### src/rtl/matrix_pkg.sv
// Shared types, output range and the requantization helper for the
// matrix-vector accelerator's quantized datapath stages.
package matrix_pkg;

    typedef enum logic [1:0] {
        IDLE  = 2'd0,
        DRAIN = 2'd1,
        DONE  = 2'd2
    } wb_state_t;

    localparam int QMIN = -128;
    localparam int QMAX = 127;

    localparam logic signed [33:0] QMIN_EXT = 34'(QMIN);
    localparam logic signed [33:0] QMAX_EXT = 34'(QMAX);

    // Round-half-up, arithmetic shift, zero-point offset, saturate to int8.
    function automatic logic [7:0] requant(
        input logic signed [33:0] value,
        input logic        [4:0]  shift,
        input logic        [7:0]  zero_point
    );
        logic signed [33:0] w_rnd;
        logic signed [33:0] w_t;
        logic        [7:0]  w_res;
        w_rnd = 34'sd0;
        if (shift != 5'd0) begin
            w_rnd = 34'sd1 <<< (shift - 5'd1);
        end else begin
            w_rnd = 34'sd0;
        end
        w_t = value + w_rnd;
        w_t = w_t >>> shift;
        w_t = w_t + $signed({{26{zero_point[7]}}, zero_point});
        if (w_t > QMAX_EXT) begin
            w_res = 8'h7F;
        end else if (w_t < QMIN_EXT) begin
            w_res = 8'h80;
        end else begin
            w_res = w_t[7:0];
        end
        return w_res;
    endfunction

endpackage

### src/rtl/sync_fifo.sv
// Single-clock FIFO with registered head, full and empty flags.
// A push on a full FIFO is accepted only when a pop happens in the same cycle.
module sync_fifo #(
    parameter int WIDTH = 8,
    parameter int DEPTH = 16
) (
    input  logic             clk,
    input  logic             rst_n,
    input  logic             i_push,
    input  logic [WIDTH-1:0] i_data,
    input  logic             i_pop,
    output logic             o_full,
    output logic             o_empty,
    output logic [WIDTH-1:0] o_head
);

    localparam int AW = $clog2(DEPTH);
    localparam int CW = AW + 1;

    logic [WIDTH-1:0] r_mem [DEPTH];
    logic [AW-1:0]    r_wr_ptr;
    logic [AW-1:0]    r_rd_ptr;
    logic [CW-1:0]    r_count;
    logic             r_full;
    logic             r_empty;
    logic [WIDTH-1:0] r_head;

    logic             w_pop_ok;
    logic             w_push_ok;
    logic [CW-1:0]    w_count_next;
    logic [AW-1:0]    w_rd_ptr_inc;
    logic [WIDTH-1:0] w_head_next;

    assign w_pop_ok     = i_pop && !r_empty;
    assign w_push_ok    = i_push && (!r_full || w_pop_ok);
    assign w_count_next = r_count + CW'(w_push_ok) - CW'(w_pop_ok);
    assign w_rd_ptr_inc = r_rd_ptr + AW'(1);

    // Next head: the entry behind the popped one, or the incoming word when
    // it lands in an empty (or just-emptied) FIFO.
    always_comb begin
        w_head_next = r_head;
        if (w_pop_ok) begin
            if (r_count == CW'(1)) begin
                w_head_next = i_data;
            end else begin
                w_head_next = r_mem[w_rd_ptr_inc];
            end
        end else if (r_empty && w_push_ok) begin
            w_head_next = i_data;
        end else begin
            w_head_next = r_head;
        end
    end

    // Storage array write port.
    always_ff @(posedge clk or negedge rst_n) begin
        if (!rst_n) begin
            for (int i = 0; i < DEPTH; i++) begin
                r_mem[i] <= '0;
            end
        end else if (w_push_ok) begin
            r_mem[r_wr_ptr] <= i_data;
        end
    end

    // Pointers, occupancy, flags and head register.
    always_ff @(posedge clk or negedge rst_n) begin
        if (!rst_n) begin
            r_wr_ptr <= '0;
            r_rd_ptr <= '0;
            r_count  <= '0;
            r_full   <= 1'b0;
            r_empty  <= 1'b1;
            r_head   <= '0;
        end else begin
            if (w_push_ok) begin
                r_wr_ptr <= r_wr_ptr + AW'(1);
            end
            if (w_pop_ok) begin
                r_rd_ptr <= w_rd_ptr_inc;
            end
            r_count <= w_count_next;
            r_full  <= (w_count_next == CW'(DEPTH));
            r_empty <= (w_count_next == CW'(0));
            r_head  <= w_head_next;
        end
    end

    assign o_full  = r_full;
    assign o_empty = r_empty;
    assign o_head  = r_head;

endmodule

### src/rtl/result_writeback.sv
// Drain stage: captures accumulator results, requantizes them to int8, buffers
// them and writes them to consecutive memory addresses, then pulses done_o.
module result_writeback
    import matrix_pkg::*;
#(
    parameter int          ACC_W            = 32,
    parameter int          ADDR_SIZE        = 10,
    parameter int          FIFO_DEPTH       = 16,
    parameter logic [15:0] RESULT_BASE_ADDR = 16'h0200
) (
    input  logic                 clk,
    input  logic                 rst_n,
    input  logic                 read_i,
    input  logic [ACC_W-1:0]     acc_i,
    input  logic [7:0]           column_size_i,
    input  logic [4:0]           shift_i,
    input  logic [7:0]           zero_point_i,
    output logic [ADDR_SIZE-1:0] mem_addr_o,
    output logic [7:0]           mem_data_o,
    output logic                 mem_we_o,
    input  logic                 mem_ready_i,
    output logic                 busy_o,
    output logic                 done_o,
    output logic                 overflow_o
);

    localparam logic [ADDR_SIZE-1:0] BASE_ADDR = RESULT_BASE_ADDR[ADDR_SIZE-1:0];

    wb_state_t             r_state;
    wb_state_t             w_state_next;
    logic [7:0]            r_target;
    logic [7:0]            r_wr_target;
    logic [7:0]            r_cap_cnt;
    logic [7:0]            r_wr_cnt;
    logic                  r_q_valid;
    logic [7:0]            r_q_data;
    logic [ADDR_SIZE-1:0]  r_addr;
    logic                  r_busy;
    logic                  r_done;
    logic                  r_overflow;

    logic                  w_start;
    logic                  w_capture;
    logic                  w_pop;
    logic                  w_drop;
    logic                  w_full;
    logic                  w_empty;
    logic [7:0]            w_head;
    logic [7:0]            w_target_start;
    logic [7:0]            w_wr_cnt_next;
    logic [7:0]            w_wr_target_next;
    logic signed [33:0]    w_acc_ext;

    assign w_start          = (r_state == IDLE) && read_i;
    assign w_capture        = w_start || ((r_state == DRAIN) && read_i && (r_cap_cnt < r_target));
    assign w_pop            = !w_empty && mem_ready_i;
    // A dropped sample never produces a write, so it shrinks the write target.
    assign w_drop           = r_q_valid && w_full && !w_pop;
    assign w_target_start   = (column_size_i == 8'd0) ? 8'd1 : column_size_i;
    assign w_wr_cnt_next    = r_wr_cnt + {7'd0, w_pop};
    assign w_wr_target_next = r_wr_target - {7'd0, w_drop};
    assign w_acc_ext        = $signed({{(34 - ACC_W){acc_i[ACC_W-1]}}, acc_i});

    // Next-state decode; DONE is entered on the edge that accepts the last write.
    always_comb begin
        w_state_next = r_state;
        case (r_state)
            IDLE: begin
                if (read_i) begin
                    w_state_next = DRAIN;
                end else begin
                    w_state_next = IDLE;
                end
            end
            DRAIN: begin
                if (w_wr_cnt_next == w_wr_target_next) begin
                    w_state_next = DONE;
                end else begin
                    w_state_next = DRAIN;
                end
            end
            DONE:    w_state_next = IDLE;
            default: w_state_next = IDLE;
        endcase
    end

    // State register with registered status outputs.
    always_ff @(posedge clk or negedge rst_n) begin
        if (!rst_n) begin
            r_state <= IDLE;
            r_busy  <= 1'b0;
            r_done  <= 1'b0;
        end else begin
            r_state <= w_state_next;
            r_busy  <= (w_state_next != IDLE);
            r_done  <= (w_state_next == DONE);
        end
    end

    // Requantize stage: one register between capture and FIFO push.
    always_ff @(posedge clk or negedge rst_n) begin
        if (!rst_n) begin
            r_q_valid <= 1'b0;
            r_q_data  <= 8'd0;
        end else begin
            r_q_valid <= w_capture;
            if (w_capture) begin
                r_q_data <= requant(w_acc_ext, shift_i, zero_point_i);
            end else begin
                r_q_data <= r_q_data;
            end
        end
    end

    // Burst bookkeeping: counters, write address and sticky overflow.
    always_ff @(posedge clk or negedge rst_n) begin
        if (!rst_n) begin
            r_target    <= 8'd0;
            r_wr_target <= 8'd0;
            r_cap_cnt   <= 8'd0;
            r_wr_cnt    <= 8'd0;
            r_addr      <= '0;
            r_overflow  <= 1'b0;
        end else if (w_start) begin
            r_target    <= w_target_start;
            r_wr_target <= w_target_start;
            r_cap_cnt   <= 8'd1;
            r_wr_cnt    <= 8'd0;
            r_addr      <= BASE_ADDR;
            r_overflow  <= 1'b0;
        end else begin
            if (w_capture) begin
                r_cap_cnt <= r_cap_cnt + 8'd1;
            end
            r_wr_cnt    <= w_wr_cnt_next;
            r_wr_target <= w_wr_target_next;
            if (w_pop) begin
                r_addr <= r_addr + ADDR_SIZE'(1);
            end
            if (w_drop) begin
                r_overflow <= 1'b1;
            end
        end
    end

    sync_fifo #(
        .WIDTH (8),
        .DEPTH (FIFO_DEPTH)
    ) u_fifo (
        .clk     (clk),
        .rst_n   (rst_n),
        .i_push  (r_q_valid),
        .i_data  (r_q_data),
        .i_pop   (w_pop),
        .o_full  (w_full),
        .o_empty (w_empty),
        .o_head  (w_head)
    );

    assign mem_we_o   = !w_empty;
    assign mem_data_o = w_head;
    assign mem_addr_o = r_addr;
    assign busy_o     = r_busy;
    assign done_o     = r_done;
    assign overflow_o = r_overflow;

endmodule

### config.mk
export PLATFORM = sky130hd
export DESIGN_NAME = result_writeback
export DESIGN_NICKNAME = d
export VERILOG_FILES = /design/src/rtl/matrix_pkg.sv /design/src/rtl/sync_fifo.sv /design/src/rtl/result_writeback.sv
export SDC_FILE = /design/constraint.sdc
export NUM_CORES = 1
export LEC_CHECK = 0
export ABC_AREA = 1
export CAP_MARGIN = 25
export CORE_MARGIN = 2
export CORE_UTILIZATION = 50
export DETAILED_ROUTE_END_ITERATION = 16
export GPL_TIMING_DRIVEN = 0
export PLACE_DENSITY = 0.68
export SKIP_LAST_GASP = 1
export SLEW_MARGIN = 15
export SYNTH_ARGS = -nofsm -noshare
export SYNTH_HDL_FRONTEND = slang
export SYNTH_SLANG_ARGS = --single-unit
### constraint.sdc
create_clock -name clk -period 3.3 [get_ports clk]
set_input_delay 0.66 -clock clk [delete_from_list [all_inputs] [get_ports clk]]
set_output_delay 0.66 -clock clk [all_outputs]
set_load 0.02 [all_outputs]
==> results.yml, run 1 <==
synthesis:
  synth_cells: 2486
  yosysWarningCount: 0
  ys_seq_elements: 207
  synthesis.area_sq_um: 16300
  async_flop_share: 1.00
  ys.flop_type: "dfrtp_1"
  synth_edf_count: 0
  yosysSeqAreaShare: 0.318
  syn_area_per_cell_sq_um: 6.56
  synthDistinctLibCells: 47
  synth_nets: 2636
detailed_routing:
  route.vias.total: 17900
  drt-met1-wl_um: 23400
  wl_per_cell_um: 17.8
  met2_length_um: 26700
  wl_met3_um: 3440
  first_pass_iters: 6
  post-route-drc-count: 0
  viasPerCell: 5.73
  ant_nets: 0
  top_layer_used: "met4"
  wl_um: 55800
  drt-initial-drc-count: 1531
clock_tree:
  cts_sinks: 207
  cts_buffers: 20
  worst_skew_pair.late_latency_ns: 0.50
  holdBufCountCts: 0
  cts_tree: "yes"
  h-tree-depth: 1
  clockBufferDepth: 3
  cts_root_buf: "clkbuf_16"
  clkTransAtPathRegs_ns: 0.06
setup_path:
  r2r-start: "u_fifo.r_rd_ptr[0]"
  rr_endpoint: "u_fifo.o_head[1]"
  critPathArrivalTime_ns: 6.02
  crit_top_cell: "nand2_1"
  critPathMaxStageDelay_ns: 0.37
  cpMaxStageDelayCell: "fa_2"
  cp-start-kind: "input port"
  r2r_slack_ns: 0.14
  crit_fanout: 7
  rr_worst_depth: 8
  cp.required_ns: 3.67
  crit_type: "in2reg"
  end_kind: "flop"
floorplanning:
  coreArea_sq_um: 32300
  start_util: 0.505
  num_rows: 66
  die-area_sq_um: 34100
  die_y_um: 185
  die_w_um: 185
  ios: 79
layout:
  drive_gt1_frac: 0.223
  nets: 2822
  final_cell_mix: "555 x nand2_1, 274 x o21ai_0, 216 x inv_1"
  area_growth_pct: 31.3
  fin_cells: 3128
  diodes: 0
  nFillCells: 2813
  final_common_cell: "nand2_1"
  final_core_util: 0.663
  final_cell_area_sq_um: 21400
place:
  place_congestion: 0.999
  portBuffers: 77
  place_ws_ns: -4.09
  dp_hpwl_um: 41800
  dpl_cell_area_sq_um: 17800
  dp.cells: 3008
power_and_ir_drop:
  ir_drop_mv: 0.433
  power_density_nw_per_um2: 648
  p_leak_nw: 9.89
  finalPower_mw: 13.9
flow_run:
  cap_violations: 0
timing:
  hold_ws_ns: 0.0778
  rsz0062_at_grt: "yes"
  hold_viol: 0
  final_max_slew_viol_count: 0
  period_needed_ns: 5.65
  setup_viol: 8
  max_slew_margin: 0.368
  finalCritPeriodShare: 1.71
  setup_slack_ns: -2.35
  tns_ns: -18.33
  worstMarginPinSlew_ns: 0.945
  clock_skew_ns: 0.00849
  clock.fmax_mhz: 177
global_routing:
  grt_pass1_vias: 17400
  overflow: 0
  grt_pass1_wl_um: 88100
  antenna_found_initial: 0
  grt_max_degree: 82
  track_usage: 0.323
status:
  violations: "negative setup slack"
  status: "complete, but fails checks"
worst_hold_path:
  worstHoldPathType: "in2async"
==> worst max path at each step <==
| stage | start | endpoint | slack (ns) | cells past startpoint |
|---|---|---|---|---|
| after floorplan | shift_i[1] | r_q_data[0] | -2.02 | 45 |
| after global placement | rst_n | mem_addr_o[2] | -7.02 | 1 |
| after global routing | shift_i[0] | r_q_data[0] | -2.63 | 46 |
| final | shift_i[0] | r_q_data[3] | -2.35 | 41 |
| after CTS | shift_i[0] | r_q_data[2] | -2.04 | 46 |
| after detailed placement | shift_i[3] | r_q_data[5] | -4.09 | 35 |
==> flip-flops by register name (all words and copies together) (netlist names) <==
| name | cells |
|---|---|
| u_fifo.o_head | 8 |
| r_state | 2 |
| done_o | 1 |
| u_fifo.r_rd_ptr | 4 |
| u_fifo.r_wr_ptr | 4 |
| u_fifo.r_count | 5 |
| r_wr_cnt | 8 |
| u_fifo.r_mem | 128 |
| u_fifo.o_full | 1 |
| r_target | 8 |
| mem_addr_o | 10 |
| busy_o | 1 |
| r_q_data | 8 |
| overflow_o | 1 |
| r_cap_cnt | 8 |
| u_fifo.o_empty | 1 |
| r_wr_target | 8 |
| r_q_valid | 1 |
==> synthesized netlist by cell type (16+ instances only) <==
cell,instances,share of area
nand3_1,253,0.078
o21ai_1,20,0.0061
a21oi_1,104,0.032
nand4_1,32,0.012
clkbuf_1,80,0.018
o22ai_1,20,0.0077
nor2_1,270,0.062
o211ai_1,16,0.0074
ha_1,90,0.069
xnor2_1,22,0.012
nor3_1,25,0.0077
inv_1,228,0.052
nand2_1,660,0.15
xor2_1,35,0.019
dfrtp_1,206,0.32
o21ai_0,297,0.091
==> cell families after synthesis <==
kind of cell,after synthesis,share of synthesized area
and+or+nand+nor,1294,0.336
AOI/OAI and AO/OA,501,0.166
buffers and inverters,332,0.0767
DFF,207,0.318
adders and majority gates,93,0.0727
xor gates and xnor gates,57,0.0306
other,2,0.000460
==> area by class of cell <==
class,instances,area [sq um],share of cell area
Clock inverter,11,87.6,0.00409
Multi-Input combinational cell,1947,12100,0.566
Timing Repair Buffer,164,1490,0.0693
Sequential cell,207,5180,0.242
Inverter,241,918,0.0429
Tap cell,442,553,0.0258
Clock buffer,25,581,0.0271
Buffer,91,485,0.0227
==> critical path: cells and delay by family <==
family                   cells  cell delay, ns
AO/OA/AOI/OAI                6            0.96
XOR/XNOR                     1            0.21
adder cells (fa/ha/maj)      3            0.89
buffers and inverters        6            0.43
AND/OR/NAND/NOR             25            2.85
==> layer usage <==
| metal | global-route usage | up-vias |
|---|---|---|
| met4 | 0.131 | 0 |
| li1 | - | 8631 |
| met1 | 0.414 | 8463 |
| met5 | 0 | - |
| met3 | 0.0316 | 156 |
| met2 | 0.559 | 678 |
==> report_power, final <==
part | switching (mW) | total (mW) | internal, mW
logic | 4.72 | 7.32 | 2.60
clock network | 0.986 | 2.32 | 1.33
registers | 0.625 | 4.25 | 3.62
total | 6.33 | 13.9 | 7.55
==> timing repair <==
item,CTS,global route
endpoints found under the setup margin,8,11
endpoints found under the hold margin,0,0
setup buffers,63,21
gates cloned,0,0
resized for setup,426,158
pin swaps,134,112
(Power assumes the default switching activity.)
==> inputs of run 2 (changes only) <==
- CORE_MARGIN: 2 -> 1.5
==> run 2 against run 1 <==
  * Die area shrank 1.1%
  * Critical path type unchanged
  * Critical endpoint is now r_q_data[1]
  * Power increased by 0.83%
  * Global-route usage rose by 0.73 points
  * The flow still finishes with violations (negative setup slack)
  * Cell count down 0.16%
==> results.yml, run 2 (same netlist as run 1, synthesis figures left out) <==
setup_path:
  critPathMaxStageDelay_ns: 0.36
  crit_type: "in2reg"
  crit_family: "simple AND/OR/NAND/NOR gates"
  cp.required_ns: 3.67
  end_kind: "flop"
  crit_top_cell: "nand2_1"
  critical_path_buf_inv_count: 7
  critPathArrivalTime_ns: 5.88
  crit_fanout: 10
  cpMaxStageDelayCell: "fa_2"
  cp-start-kind: "input port"
layout:
  diodes: 0
  area_growth_pct: 33.4
  largest_register: "u_fifo.r_mem"
  final_cell_area_sq_um: 21800
  final_common_cell: "nand2_1"
  fin_cells: 3123
  ff_latch_area_sq_um: 5180
  nets: 2824
  drive_gt1_frac: 0.243
  largest_register_ffs: 128
  multiInputGateArea_sq_um: 12400
  final_core_util: 0.684
  final_cell_mix: "534 x nand2_1, 275 x o21ai_0, 216 x inv_1"
  nFillCells: 2756
clock_tree:
  cts_buffers: 20
  worst_skew_pair.late_latency_ns: 0.50
  clockBufferDepth: 3
  clkTransAtPathRegs_ns: 0.06
  h-tree-depth: 1
  holdBufCountCts: 0
  cts_tree: "yes"
  cts_root_buf: "clkbuf_16"
  cts_sinks: 207
detailed_routing:
  first_pass_iters: 7
  drt-met1-wl_um: 24300
  top_layer_used: "met4"
  drt-initial-drc-count: 1524
  ant_nets: 0
  post-route-drc-count: 0
  route.vias.total: 17900
  wl_um: 56600
  met2_length_um: 27700
  viasPerCell: 5.75
  wl_met3_um: 2970
  wl_per_cell_um: 18.1
global_routing:
  antenna_found_initial: 0
  grt_pass1_wl_um: 89000
  grt_pass1_vias: 17200
  track_usage: 0.330
  overflow: 0
  grt_max_degree: 94
power_and_ir_drop:
  p_leak_nw: 10.0
  power_density_nw_per_um2: 644
  finalPower_mw: 14.0
  ir_drop_mv: 0.422
floorplanning:
  die_w_um: 184
  die_y_um: 184
  start_util: 0.513
  coreArea_sq_um: 31800
  die-area_sq_um: 33700
  ios: 79
  num_rows: 65
timing:
  tns_ns: -17.21
  max_slew_margin: 0.294
  worstMarginPinSlew_ns: 1.06
  final_max_slew_viol_count: 0
  rsz0062_at_grt: "yes"
  period_needed_ns: 5.51
  finalCritPeriodShare: 1.67
  hold_viol: 0
  hold_ws_ns: 0.0333
  setup_viol: 8
  clock_skew_ns: 0.00982
  setup_slack_ns: -2.21
  clock.fmax_mhz: 181
place:
  dpl_cell_area_sq_um: 17800
  dp.cells: 3000
  dp_hpwl_um: 42600
  portBuffers: 77
  place_ws_ns: -4.24
  place_congestion: 0.992
status:
  status: "complete, but fails checks"
  violations: "negative setup slack"
flow_run:
  cap_violations: 0
worst_hold_path:
  worstHoldPathType: "in2async"
## run 2: changes by cell type in the layout (fill, tap and decap cells not counted), sizes merged
cell	change
clkdlybuf4s50	-1
clkbuf	+8
inv	+1
clkinvlp	-3
buf	+2
clkinv	-5
## run 2: final cells by class
| cell class | instances | area share |
|---|---|---|
| Multi-Input combinational cell | 1947 | 0.571 |
| Sequential cell | 207 | 0.238 |
| Timing Repair Buffer | 166 | 0.0687 |
| Inverter | 241 | 0.0423 |
| Clock buffer | 32 | 0.0293 |
| Tap cell | 435 | 0.0250 |
| Buffer | 91 | 0.0240 |
| Clock inverter | 4 | 0.00207 |
## run 2: power breakdown
part / leakage (nW) / internal (mW) / switching, mW
sequential: 2.59 / 3.62 / 0.633
clock: 0.340 / 1.40 / 0.972
combinational: 7.09 / 2.61 / 4.76
## run 2: final timing paths
| path | startpoint | endpoint | slack (ns) | cells after the start |
|---|---|---|---|---|
| worst min-delay path | rst_n | u_fifo.r_mem[9] | 0.03 | 1 |
| worst max-delay path | shift_i[1] | r_q_data[1] | -2.21 | 38 |
| max in group asynchronous | rst_n | u_fifo.o_empty | 2.12 | 3 |
| worst max register to register | u_fifo.r_rd_ptr[0] | u_fifo.o_head[2] | 0.16 | 8 |
| min in group clk | u_fifo.r_mem[25] | u_fifo.r_mem[25] | 0.48 | 2 |
| worst min register to register | u_fifo.r_mem[25] | u_fifo.r_mem[25] | 0.48 | 2 |
## run 2: worst reg2reg max path, cell delays in order (launching register included)
cell and delay, ns:
dfrtp_1 0.43, ha_1 0.25, xnor2_1 0.55, clkinv_1 0.53
clkbuf_1 0.39, o211ai_1 0.39, nand3_1 0.19, o21ai_0 0.17
o21ai_0 0.11
## run 2: repair_timing
action,4_1_cts,5_1_grt
buffers inserted,55,32
resized for setup,434,232
setup endpoints to repair,9,10
pin swaps,125,110
## run 2: metal layers
layer  vias up  GRT usage
met1      8581      0.430
met5         -          0
met3       120     0.0297
met4         0     0.0951
li1       8638          -
met2       607      0.582
